## src/rtl/pmp_pkg.sv

```systemverilog
// pmp_pkg: shared definitions for the sequential PMP checker.
//   - pmpcfg byte bit positions (R/W/X/A/L)
//   - A-field encodings, access type encoding, checker FSM states
package pmp_pkg;

  localparam int unsigned CfgR   = 0;
  localparam int unsigned CfgW   = 1;
  localparam int unsigned CfgX   = 2;
  localparam int unsigned CfgALo = 3;
  localparam int unsigned CfgAHi = 4;
  localparam int unsigned CfgL   = 7;

  typedef enum logic [1:0] {
    AOff   = 2'd0,
    ATor   = 2'd1,
    ANa4   = 2'd2,
    ANapot = 2'd3
  } pmp_a_e;

  typedef enum logic [1:0] {
    AccRead  = 2'd0,
    AccWrite = 2'd1,
    AccExec  = 2'd2,
    AccRsvd  = 2'd3
  } acc_type_e;

  typedef enum logic [1:0] {
    StIdle = 2'd0,
    StWalk = 2'd1,
    StResp = 2'd2
  } state_e;

endpackage

```

## src/rtl/pmp_entry_match.sv

```systemverilog
// pmp_entry_match: combinational match of one access range against one PMP entry.
//   cfg       - pmpcfg byte of the entry
//   pmp_addr  - pmpaddr of the entry
//   prev_addr - pmpaddr of the preceding entry (0 for entry 0), TOR lower bound
//   lo, hi    - first and last byte of the access; hi < lo means the range wrapped
//   acc_type  - access kind selecting the R/W/X permission bit
//   full      - both lo and hi inside the region
//   partial   - exactly one of lo/hi inside the region
//   perm_ok   - entry grants the requested access kind
module pmp_entry_match
  import pmp_pkg::*;
(
  input  logic [7:0]  cfg,
  input  logic [29:0] pmp_addr,
  input  logic [29:0] prev_addr,
  input  logic [31:0] lo,
  input  logic [31:0] hi,
  input  acc_type_e   acc_type,
  output logic        full,
  output logic        partial,
  output logic        perm_ok
);

  logic [31:0] cur_base;
  logic [31:0] prev_base;
  logic [29:0] napot_care;
  logic        wrapped;
  logic        lo_in;
  logic        hi_in;
  pmp_a_e      a_mode;

  assign a_mode    = pmp_a_e'(cfg[CfgAHi:CfgALo]);
  assign cur_base  = {pmp_addr, 2'b00};
  assign prev_base = {prev_addr, 2'b00};
  // Trailing ones plus the first zero are don't-care word-address bits; all ones -> whole space.
  assign napot_care = ~(pmp_addr ^ (pmp_addr + 30'd1));
  assign wrapped    = hi < lo;

  always_comb begin
    lo_in = 1'b0;
    hi_in = 1'b0;
    case (a_mode)
      ATor: begin
        lo_in = (lo >= prev_base) && (lo < cur_base);
        hi_in = (hi >= prev_base) && (hi < cur_base);
      end
      ANa4: begin
        lo_in = lo[31:2] == pmp_addr;
        hi_in = hi[31:2] == pmp_addr;
      end
      ANapot: begin
        lo_in = ((lo[31:2] ^ pmp_addr) & napot_care) == 30'd0;
        hi_in = ((hi[31:2] ^ pmp_addr) & napot_care) == 30'd0;
      end
      default: ;
    endcase
    // A wrapped end address lies outside every region.
    if (wrapped) begin
      hi_in = 1'b0;
    end
  end

  assign full    = lo_in & hi_in;
  assign partial = lo_in ^ hi_in;

  always_comb begin
    case (acc_type)
      AccRead:  perm_ok = cfg[CfgR];
      AccWrite: perm_ok = cfg[CfgW];
      AccExec:  perm_ok = cfg[CfgX];
      default:  perm_ok = 1'b0;
    endcase
  end

endmodule

```

## config.mk

```make
export PLATFORM = sky130hd
export DESIGN_NAME = pmp_entry_match
export DESIGN_NICKNAME = d
export VERILOG_FILES = /design/src/rtl/pmp_pkg.sv /design/src/rtl/pmp_entry_match.sv
export SDC_FILE = /design/constraint.sdc
export NUM_CORES = 1
export LEC_CHECK = 0
export ABC_AREA = 1
export CAP_MARGIN = 10
export CORE_ASPECT_RATIO = 0.9
export CORE_MARGIN = 10
export CORE_UTILIZATION = 31
export DETAILED_ROUTE_END_ITERATION = 12
export PLACE_DENSITY = 0.65
export SYNTH_ARGS = -nofsm -noshare
export SYNTH_HDL_FRONTEND = slang
export SYNTH_SLANG_ARGS = --single-unit
```

## constraint.sdc

```tcl
create_clock -name vclk -period 2.41
set_input_delay 0.3615 -clock vclk [all_inputs]
set_output_delay 0.3615 -clock vclk [all_outputs]
set_load 0.1 [all_outputs]
```

==> metrics.csv, run 1 <==
metric,value,unit
leak pwr,4.51,nW
CP arrival,2.32,ns
Synth area leaders,"ha_1 40%, nand2_1 14%, inv_1 13%, a21oi_1 8.0%, nor2_1 6.9%",
sequential cell count,0,
synthesis-to-layout area growth,85.6,%
final hold slack,1.46,ns
layout cell share with drive strength beyond 1,46.1,%
IO Port Bufs,134,
final setup vio count,2,
post-synth cell types,27,
Crit-path slowest cell,nor4_4,
Crit Path Class,input port to output port,
Initial Utilization,31.4,%
Max stage delay on crit path,0.37,ns
antenna fix cells,0,
# rows,43,
status,finished with violations,
RSZ-0062 raised after global routing,yes,
CP Cell Sequence,clkdlybuf4s15_2 -> inv_2 -> buf_6 -> ha_4 -> nand4_1 -> nor4_4 -> buf_4 -> nand3_2 -> nand3_2 -> nand3_2 -> nand3_2 -> ha_4 -> buf_12,
final core occ,58.3,%
Mean Syn Cell Area,5.90,sq um
via count,6416,
"Top cell by count, worst path",nand3_2,
clk_buf instances,0,
fin crit period,2.68,ns
Final Slew Violations,0,
Final GP Congestion,0.926,
die area,20900,sq um
Hold Fails Final Rpt,0,
Final period util,111,%
Avg Vias per Cell,4.87,
Min-Delay Path Depth,4,
Final ANT Viol Nets,0,
Global Route Usage Sum,18.0,%
CP required,2.05,ns
initial DRC count,373,
# DRC,0,
Achievable Freq,373,MHz
Post-Syn Nets,1104,
failing checks,setup timing,
TritonRoute pass-1 iters,5,
largest net degree at the start of global routing,6,
max_cap viols,0,
initial antenna violation count,0,
slew margin rel.,80.7,%
worst-margin pin slew,0.288,ns
wire length per cell,15.5,um
worst slack at placement,-0.975,ns
CP Max Fanout,2,
register area,0,sq um
crit end category,output port,
Worst path top cell family by delay,simple AND/OR/NAND/NOR gates,
IO Pins,137,
biggest area consumer among synthesized cells,ha_1,
DIE HEIGHT,138,um
HPWL Detailed,16.9,mm
crit path from,prev_addr[20],
Yosys warning count,0,
core region area,15300,sq um
final worst slack,-0.270,ns
critical path buffer and inverter count,5,
global route overflow,0,
synthesized cell area,4820,sq um
Die X,151,um
Mapped Cells,817,
sequential cell area fraction in the yosys report,0,%
CP Capture Point,partial,
CP Depth,13,
post-synth top area share,39.7,%
Post-CTS Hold Fix Bufs,0,
first-pass GRT wire length,31.5,mm
crit start category,input port,
Layout Nets,1405,
Hold Path Class,input port to output port,
peak supply drop,0.0900,mV
total power,0.00163,W
power density cells,182,nW/um^2
WL final,20.5,mm
vias in the first global route,6549,
[report_power, final]
part	switching, W	total [W]	internal [W]
Clock	0	0	0
Sequential	0	0	0
Combinational	0.000821	0.00163	0.000804
Total	0.000821	0.00163	0.000804
[cells by family (layout without fill, tap and decap cells)]
| logic type | Yosys count | in the layout | synth area share [%] |
|---|---|---|---|
| fa+ha+maj | 153 | 153 | 39.7 |
| compound gates | 130 | 130 | 14.7 |
| simple gates | 366 | 366 | 32.5 |
| buf+inv | 168 | 467 | 13.1 |
[final cells by class]
class | count | area [sq um]
multi-input combinational | 649 | 5740
tap | 202 | 253
inverter | 168 | 641
timing repair buffer | 299 | 2310
fill | 1464 | 6390
[tightest hold or removal path, stage by stage]
cell             delay (ns)
clkdlybuf4s50_1        0.40
nand3_1                0.09
o31ai_2                0.08
buf_12                 0.16
[through the flow]
stage / area (sq um) / TNS (ns) / std cells
3_3_place_gp: 7550 / -1.91 / 1298
2_1_floorplan: 4840 / 0 / 817
4_1_cts: 8510 / -0.558 / 1312
6_report: 8940 / -0.484 / 1318
3_5_place_dp: 7550 / -1.89 / 1298
5_1_grt: 8940 / -0.676 / 1318
[worst min-delay path by stage]
stage / startpoint / end
after CTS: cfg[1] / perm_ok
final: cfg[1] / perm_ok
after floorplan: acc_type[0] / perm_ok
after global routing: cfg[1] / perm_ok
after global placement: cfg[1] / perm_ok
after detailed placement: cfg[1] / perm_ok
[cell usage after synthesis]
| cell type | instances |
|---|---|
| a21oi_1 | 77 |
| a211oi_1 | 2 |
| nor3b_1 | 1 |
| nor2_4 | 2 |
| o21a_1 | 4 |
| nand2_4 | 1 |
| o21bai_1 | 9 |
| o22ai_1 | 1 |
| a31oi_1 | 2 |
| o31ai_1 | 1 |
| nand4_1 | 22 |
| nand2_2 | 3 |
| inv_1 | 166 |
| inv_2 | 2 |
| nand3_1 | 36 |
| nand3b_1 | 3 |
| nor3_1 | 12 |
| nor4_1 | 5 |
| o21ai_0 | 29 |
| o221ai_1 | 1 |
| ha_1 | 153 |
| nand2_1 | 185 |
| nor2_2 | 5 |
| o211ai_1 | 4 |
| nor2_1 | 88 |
| or2_2 | 1 |
| and2_1 | 2 |
[timing repair]
item / 4_1_cts / 5_1_grt
resized for setup: 413 / 231
setup endpoints to repair: 2 / 2
pin swaps: 133 / 84
buffers inserted: 14 / 6
[placed cells by master (no fill, tap or decap), drive strengths merged]
cell type and count:
o21a 4, a21oi 77, nand3b 3, nor3b 1, nor2 95, nand4 22, buf 193, nand3 36
nand2 189, clkdlybuf4s50 8, nor3 12, o22ai 1, and2 2, or2 1, dlygate4sd2 37, clkdlybuf4s15 13
o21ai 29, a31oi 2, o211ai 4, ha 153, clkbuf 45, o31ai 1, dlymetal6s2s 3, nor4 5
inv 168, o21bai 9, a211oi 2, o221ai 1
[per-layer routing]
metal	wire length (um)	vias to the layer above	part of all wire (%)	global-route usage, %
met5	0	-	0	0
met3	1190	14	5.8	1.86
met1	9260	2913	45	24.1
met2	9830	183	48	31.1
li1	-	3306	-	-
met4	191	0	0.93	1.57
(Power assumes the default switching activity.)
==> run 2, diff against run 1 <==
Settings changed: ABC_AREA 1 to not set, CORE_UTILIZATION 31 to 26, PLACE_DENSITY 0.65 to 0.59.
==> run 2 against run 1 <==
Effect of this change:
- power up 2.9%
- fmax down 12%
- setup slack worse by 0.38 ns
- the flow still finishes with violations (setup timing)
- cell count down 12%
- core utilization down 2.0 points
- combinational power up 2%
==> metrics.csv, run 2 <==
metric,value,unit
status,finished with violations,
failing checks,setup timing,
clk_buf instances,0,
final setup vio count,2,
synthesized cell area,4250,sq um
core region area,16100,sq um
peak supply drop,0.0870,mV
layout cell share with drive strength beyond 1,54.2,%
synthesis-to-layout area growth,113,%
Post-CTS Hold Fix Bufs,0,
most frequent cells in the layout,"216 x buf_4, 78 x ha_1, 70 x ha_4",
CP Max Fanout,3,
antenna fix cells,0,
leak pwr,4.43,nW
power density cells,185,nW/um^2
# placed instances,1117,
global route overflow,0,
post-synth cell types,55,
multi-input logic area,5340,sq um
sequential cell count,0,
Die X,155,um
fill count,1488,
Sequential Power Share,0,%
"most common cell after layout, fill and taps aside",buf_4,
Final GP Congestion,0.895,
synth cell count leaders,"153 x ha_1, 93 x inv_1, 55 x a21oi_1",
Max stage delay on crit path,0.30,ns
# DRC,0,
switching share of power,46.0,%
WL final,19.8,mm
Hold Fails Final Rpt,0,
crit end category,output port,
Mapped Cells,579,
setup TNS,-1.23,ns
final worst slack,-0.652,ns
max_cap viols,0,
RSZ-0062 raised after global routing,yes,
register area,0,sq um
fin crit period,3.06,ns
total power,0.00167,W
uppermost layer routed,met4,
routed length on met3,1.24,mm
Post-Layout Cell Count,1154,
switching power,0.000770,W
Global Route Usage Sum,16.2,%
worst-margin pin slew,0.414,ns
clock power share,0,%
"Top cell by count, worst path",ha_4,
Final ANT Viol Nets,0,
metal2 WL,9.09,mm
initial antenna violation count,0,
Hold Path Class,input port to output port,
crit start category,input port,
Comb pwr share,100.0,%
Post-Syn Nets,866,
Mean Syn Cell Area,7.35,sq um
Synth area leaders,"ha_1 45%, inv_1 8.2%, a21oi_1 6.5%, nand4_1 4.1%, o21ai_0 4.0%",
design area,9060,sq um
top-count cell post-synth,ha_1,
sequential cell area fraction in the yosys report,0,%
Initial Utilization,26.5,%
Yosys warning count,0,
HPWL Detailed,16.2,mm
CP required,2.05,ns
largest net degree at the start of global routing,10,
CP Cell Sequence,dlygate4sd2_1 -> inv_2 -> ha_4 -> a21oi_2 -> nand2_1 -> a221oi_4 -> buf_4 -> a21oi_4 -> nor4_4 -> nor4_2 -> o22a_1 -> ha_4 -> buf_12,
first-pass GRT wire length,30.3,mm
vias in the first global route,6176,
CP arrival,2.70,ns
Final period util,127,%
initial DRC count,241,
Avg Vias per Cell,5.06,
slew margin rel.,72.4,%
IO Port Bufs,134,
met1 wire length,9.34,mm
Final Slew Violations,0,
via count,5842,
internal power,0.000903,W
post-synth top area share,45.0,%
Achievable Freq,327,MHz
biggest area consumer among synthesized cells,ha_1,
Post-DP Area,7490,sq um
wire length per cell,17.2,um
# rows,44,
DIE HEIGHT,141,um
final hold slack,1.47,ns
Layout Nets,1236,
IO Pins,137,
die area,21900,sq um
Crit Path Class,input port to output port,
Crit-path slowest cell,ha_4,
Min-Delay Path Depth,4,
TritonRoute pass-1 iters,5,
[run 2: through the flow]
step	utilization [%]	setup WS, ns
after floorplan	-	-0.314
after global placement	46.6	-1.20
after detailed placement	46.6	-1.20
after CTS	51.5	-0.730
after global routing	56.3	-0.807
final	56.3	-0.652
[run 2: area by class of cell]
cell class	count	share of cell area (%)
Multi-Input combinational cell	483	59.0
Tap cell	207	2.86
Timing Repair Buffer	371	34.1
Inverter	93	4.08
[run 2: cells by family (layout without fill, tap and decap cells)]
logic type / after synthesis / count (layout) / share of synthesized area (%)
AOI/OAI and AO/OA: 168 / 168 / 24.7
and+or+nand+nor: 160 / 160 / 21.1
adders and majority gates: 153 / 153 / 45.0
buffers and inverters: 96 / 464 / 8.68
xor gates and xnor gates: 1 / 1 / 0.206
muxes: 1 / 1 / 0.235
[run 2: repair_timing]
item | in CTS | in global routing
setup buffers | 11 | 27
pin swaps | 107 | 100
resized for setup | 310 | 212
endpoints found under the setup margin | 2 | 2
[run 2: worst paths after layout]
| check | startpoint | to |
|---|---|---|
| worst max-delay path | prev_addr[12] | partial |
| worst min-delay path | cfg[1] | perm_ok |
[run 2: critical path: cells and delay by family]
family | cells | cell delay (ns)
adder cells (fa/ha/maj) | 2 | 0.55
buffers and inverters | 4 | 0.66
AO/OA/AOI/OAI | 4 | 0.68
AND/OR/NAND/NOR | 3 | 0.45
[run 2: power groups by stage]
stage | combinational (W) | sequential, W | clock, W
after floorplan | 0.000550 | 0 | 0
after global placement | 0.00131 | 0 | 0
after detailed placement | 0.00132 | 0 | 0
final | 0.00167 | 0 | 0
after global routing | 0.00183 | 0 | 0
after CTS | 0.00148 | 0 | 0
[run 2: per-layer routing]
metal | GRT usage, % | vias up
met1 | 22.1 | 2703
met3 | 2.90 | 20
met4 | 1.14 | 0
li1 | - | 2945
met5 | 0 | -
met2 | 26.9 | 174
==> run 3, diff against run 2 <==
Settings changed: CAP_MARGIN 10 to not set.
==> results of run 3 <==
Same layout as run 2: the final DEF is identical, and so are final timing and power.
==> edit (config.mk and constraints of run 3) <==
The package constant `CfgALo` goes from 3 to 2.
--- a/src/rtl/pmp_pkg.sv
+++ b/src/rtl/pmp_pkg.sv
@@ -8,3 +8,3 @@
   localparam int unsigned CfgX   = 2;
-  localparam int unsigned CfgALo = 3;
+  localparam int unsigned CfgALo = 2;
   localparam int unsigned CfgAHi = 4;
Function: changed (Yosys sat finds a counterexample).
==> edit against run 3 <==
The flow still finishes with violations (setup timing). Non-clock buffer count fell by 13. Global-route usage increased by 0.89 points. Combinational power shrank 3%. Cell area down 2.1%. Synthesized cell count increased by 1.0%. Worst setup slack gained 0.032 ns. Total power shrank 3.0%. Via count decreased by 0.60%. Synthesized area up 2.8%. Sequential share of layout area did not move. Routed wire length grew 0.97%. Critical path type unchanged. Largest power group unchanged.
==> edit: results (changes against run 3) <==
drive_gt1_share_pct: 50.0  # was 54.2%
synth_most_common_cell: "ha_1"  # unchanged
placement.io_buffers: 133  # was 134
grt_antenna_before_repair: 1  # was 0
holdWs_ns: 1.47  # about the same
totalPowerFinal_w: 0.00162  # was 0.00167 W
vias_in_the_first_global_route: 6382  # was 6176
worst_path_largest_cell_delay_ns: 0.35  # was 0.30 ns
grt_first_pass_wirelength_um: 31900  # was 30300 um
violations: "setup timing"  # unchanged
dpl-instance-area_um2: 7540  # was 7490 um^2
routabilityCongestion: 0.937  # was 0.895
timing.critical_path.max_delay_family: "compound AO/OA/AOI/OAI gates"  # unchanged
highest_fanout_seen_on_the_critical_path: 2  # was 3
p_clk_w: 0.0000000000554
synth_compound_area_share_pct: 27.0  # was 24.7%
post_synth_xor_area_fraction_pct: 0.200  # was 0.206%
crit_path_dat_ns: 2.67  # was 2.70 ns
worstSetupStartpoint: "prev_addr[1]"  # was prev_addr[12]
nNetsFinal: 1229  # was 1236
placement.setup.worst_slack_ns: -1.26  # was -1.20 ns
numSequentialCells: 0  # unchanged
worst_hold_path.endpoint: "perm_ok"  # unchanged
post-dp-hpwl_um: 16700  # was 16200 um
static-leakage-power_nw: 4.22  # was 4.43 nW
net_count_synth: 872  # was 866
fraction_of_the_mapped_netlist_area_in_adder_cells_pct: 43.8  # was 45.0%
synth.lib_cells_used.distinct: 54  # was 55
ir_worst_vdd_mv: 0.0765  # was 0.0870 mV
tightest_hold_check_type: "in2out"  # unchanged
synth_cells: 585  # was 579
commonest_cells_in_the_synthesized_netlist: "ha_1, inv_1, a21oi_1"  # unchanged
iter_0_drt_violations: 318  # was 241
ys_warn_count: 0  # unchanged
setup-violations-final: 2  # unchanged
final_cell_count_no_fill: 1148  # was 1154
status: "finished with violations"  # unchanged
grt_max_degree: 8  # was 10
p_int_w: 0.000848  # was 0.000903 W
nClkBuffers: 0  # unchanged
synth_top_cells_by_area: "ha_1, inv_1, a21oi_1, nand4_1, a21o_1"  # was ha_1, inv_1, a21oi_1, nand4_1, o21ai_0
dr_total_vias: 5807  # was 5842
worst_slew_margin_rel_pct: 74.9  # was 72.4%
tns_ns: -1.15  # was -1.23 ns
grtUsageTotal_pct: 17.1  # was 16.2%
worst_slack_ns: -0.620  # was -0.652 ns
routed_wire_length_per_instance_um: 17.4  # was 17.2 um
synth_seq_area_share_pct: 0  # unchanged
cpMaxStageDelayCell: "a311o_1"  # was ha_4
yosys-mux-area-fraction_pct: 0.229  # was 0.235%
## edit: cell types whose count changed after synthesis, moves of 3 or more
cell	before	now
nor2_1	33	29
inv_1	93	98
a21oi_1	55	59
o211ai_1	6	9
a21o_1	17	20
a211o_1	0	5
o21ai_0	34	22
and3_1	9	4
o2111ai_1	1	4
nand2b_1	6	3
nand3_1	14	18
## edit: area by class of cell
| class | instances | area, um^2 |
|---|---|---|
| Antenna cell | 1 | 2.50 |
| Fill cell | 1524 | 7430 |
| Inverter | 98 | 370 |
| Multi-Input combinational cell | 484 | 5320 |
| Tap cell | 207 | 259 |
| Timing Repair Buffer | 358 | 2920 |
## edit: timing repair
action	CTS	global route
endpoints found under the setup margin	2	2
resized for setup	396	76
cloned	0	0
pin swaps	117	58
setup buffers	23	8
## edit: metal layers
metal  wire [um]  part of all wire [%]  GRT usage (%)
met5           0                     0              0
met4         328                   1.6           2.73
met3        1100                   5.5           2.19
met2        9260                    46           29.3
met1        9310                    47           22.6
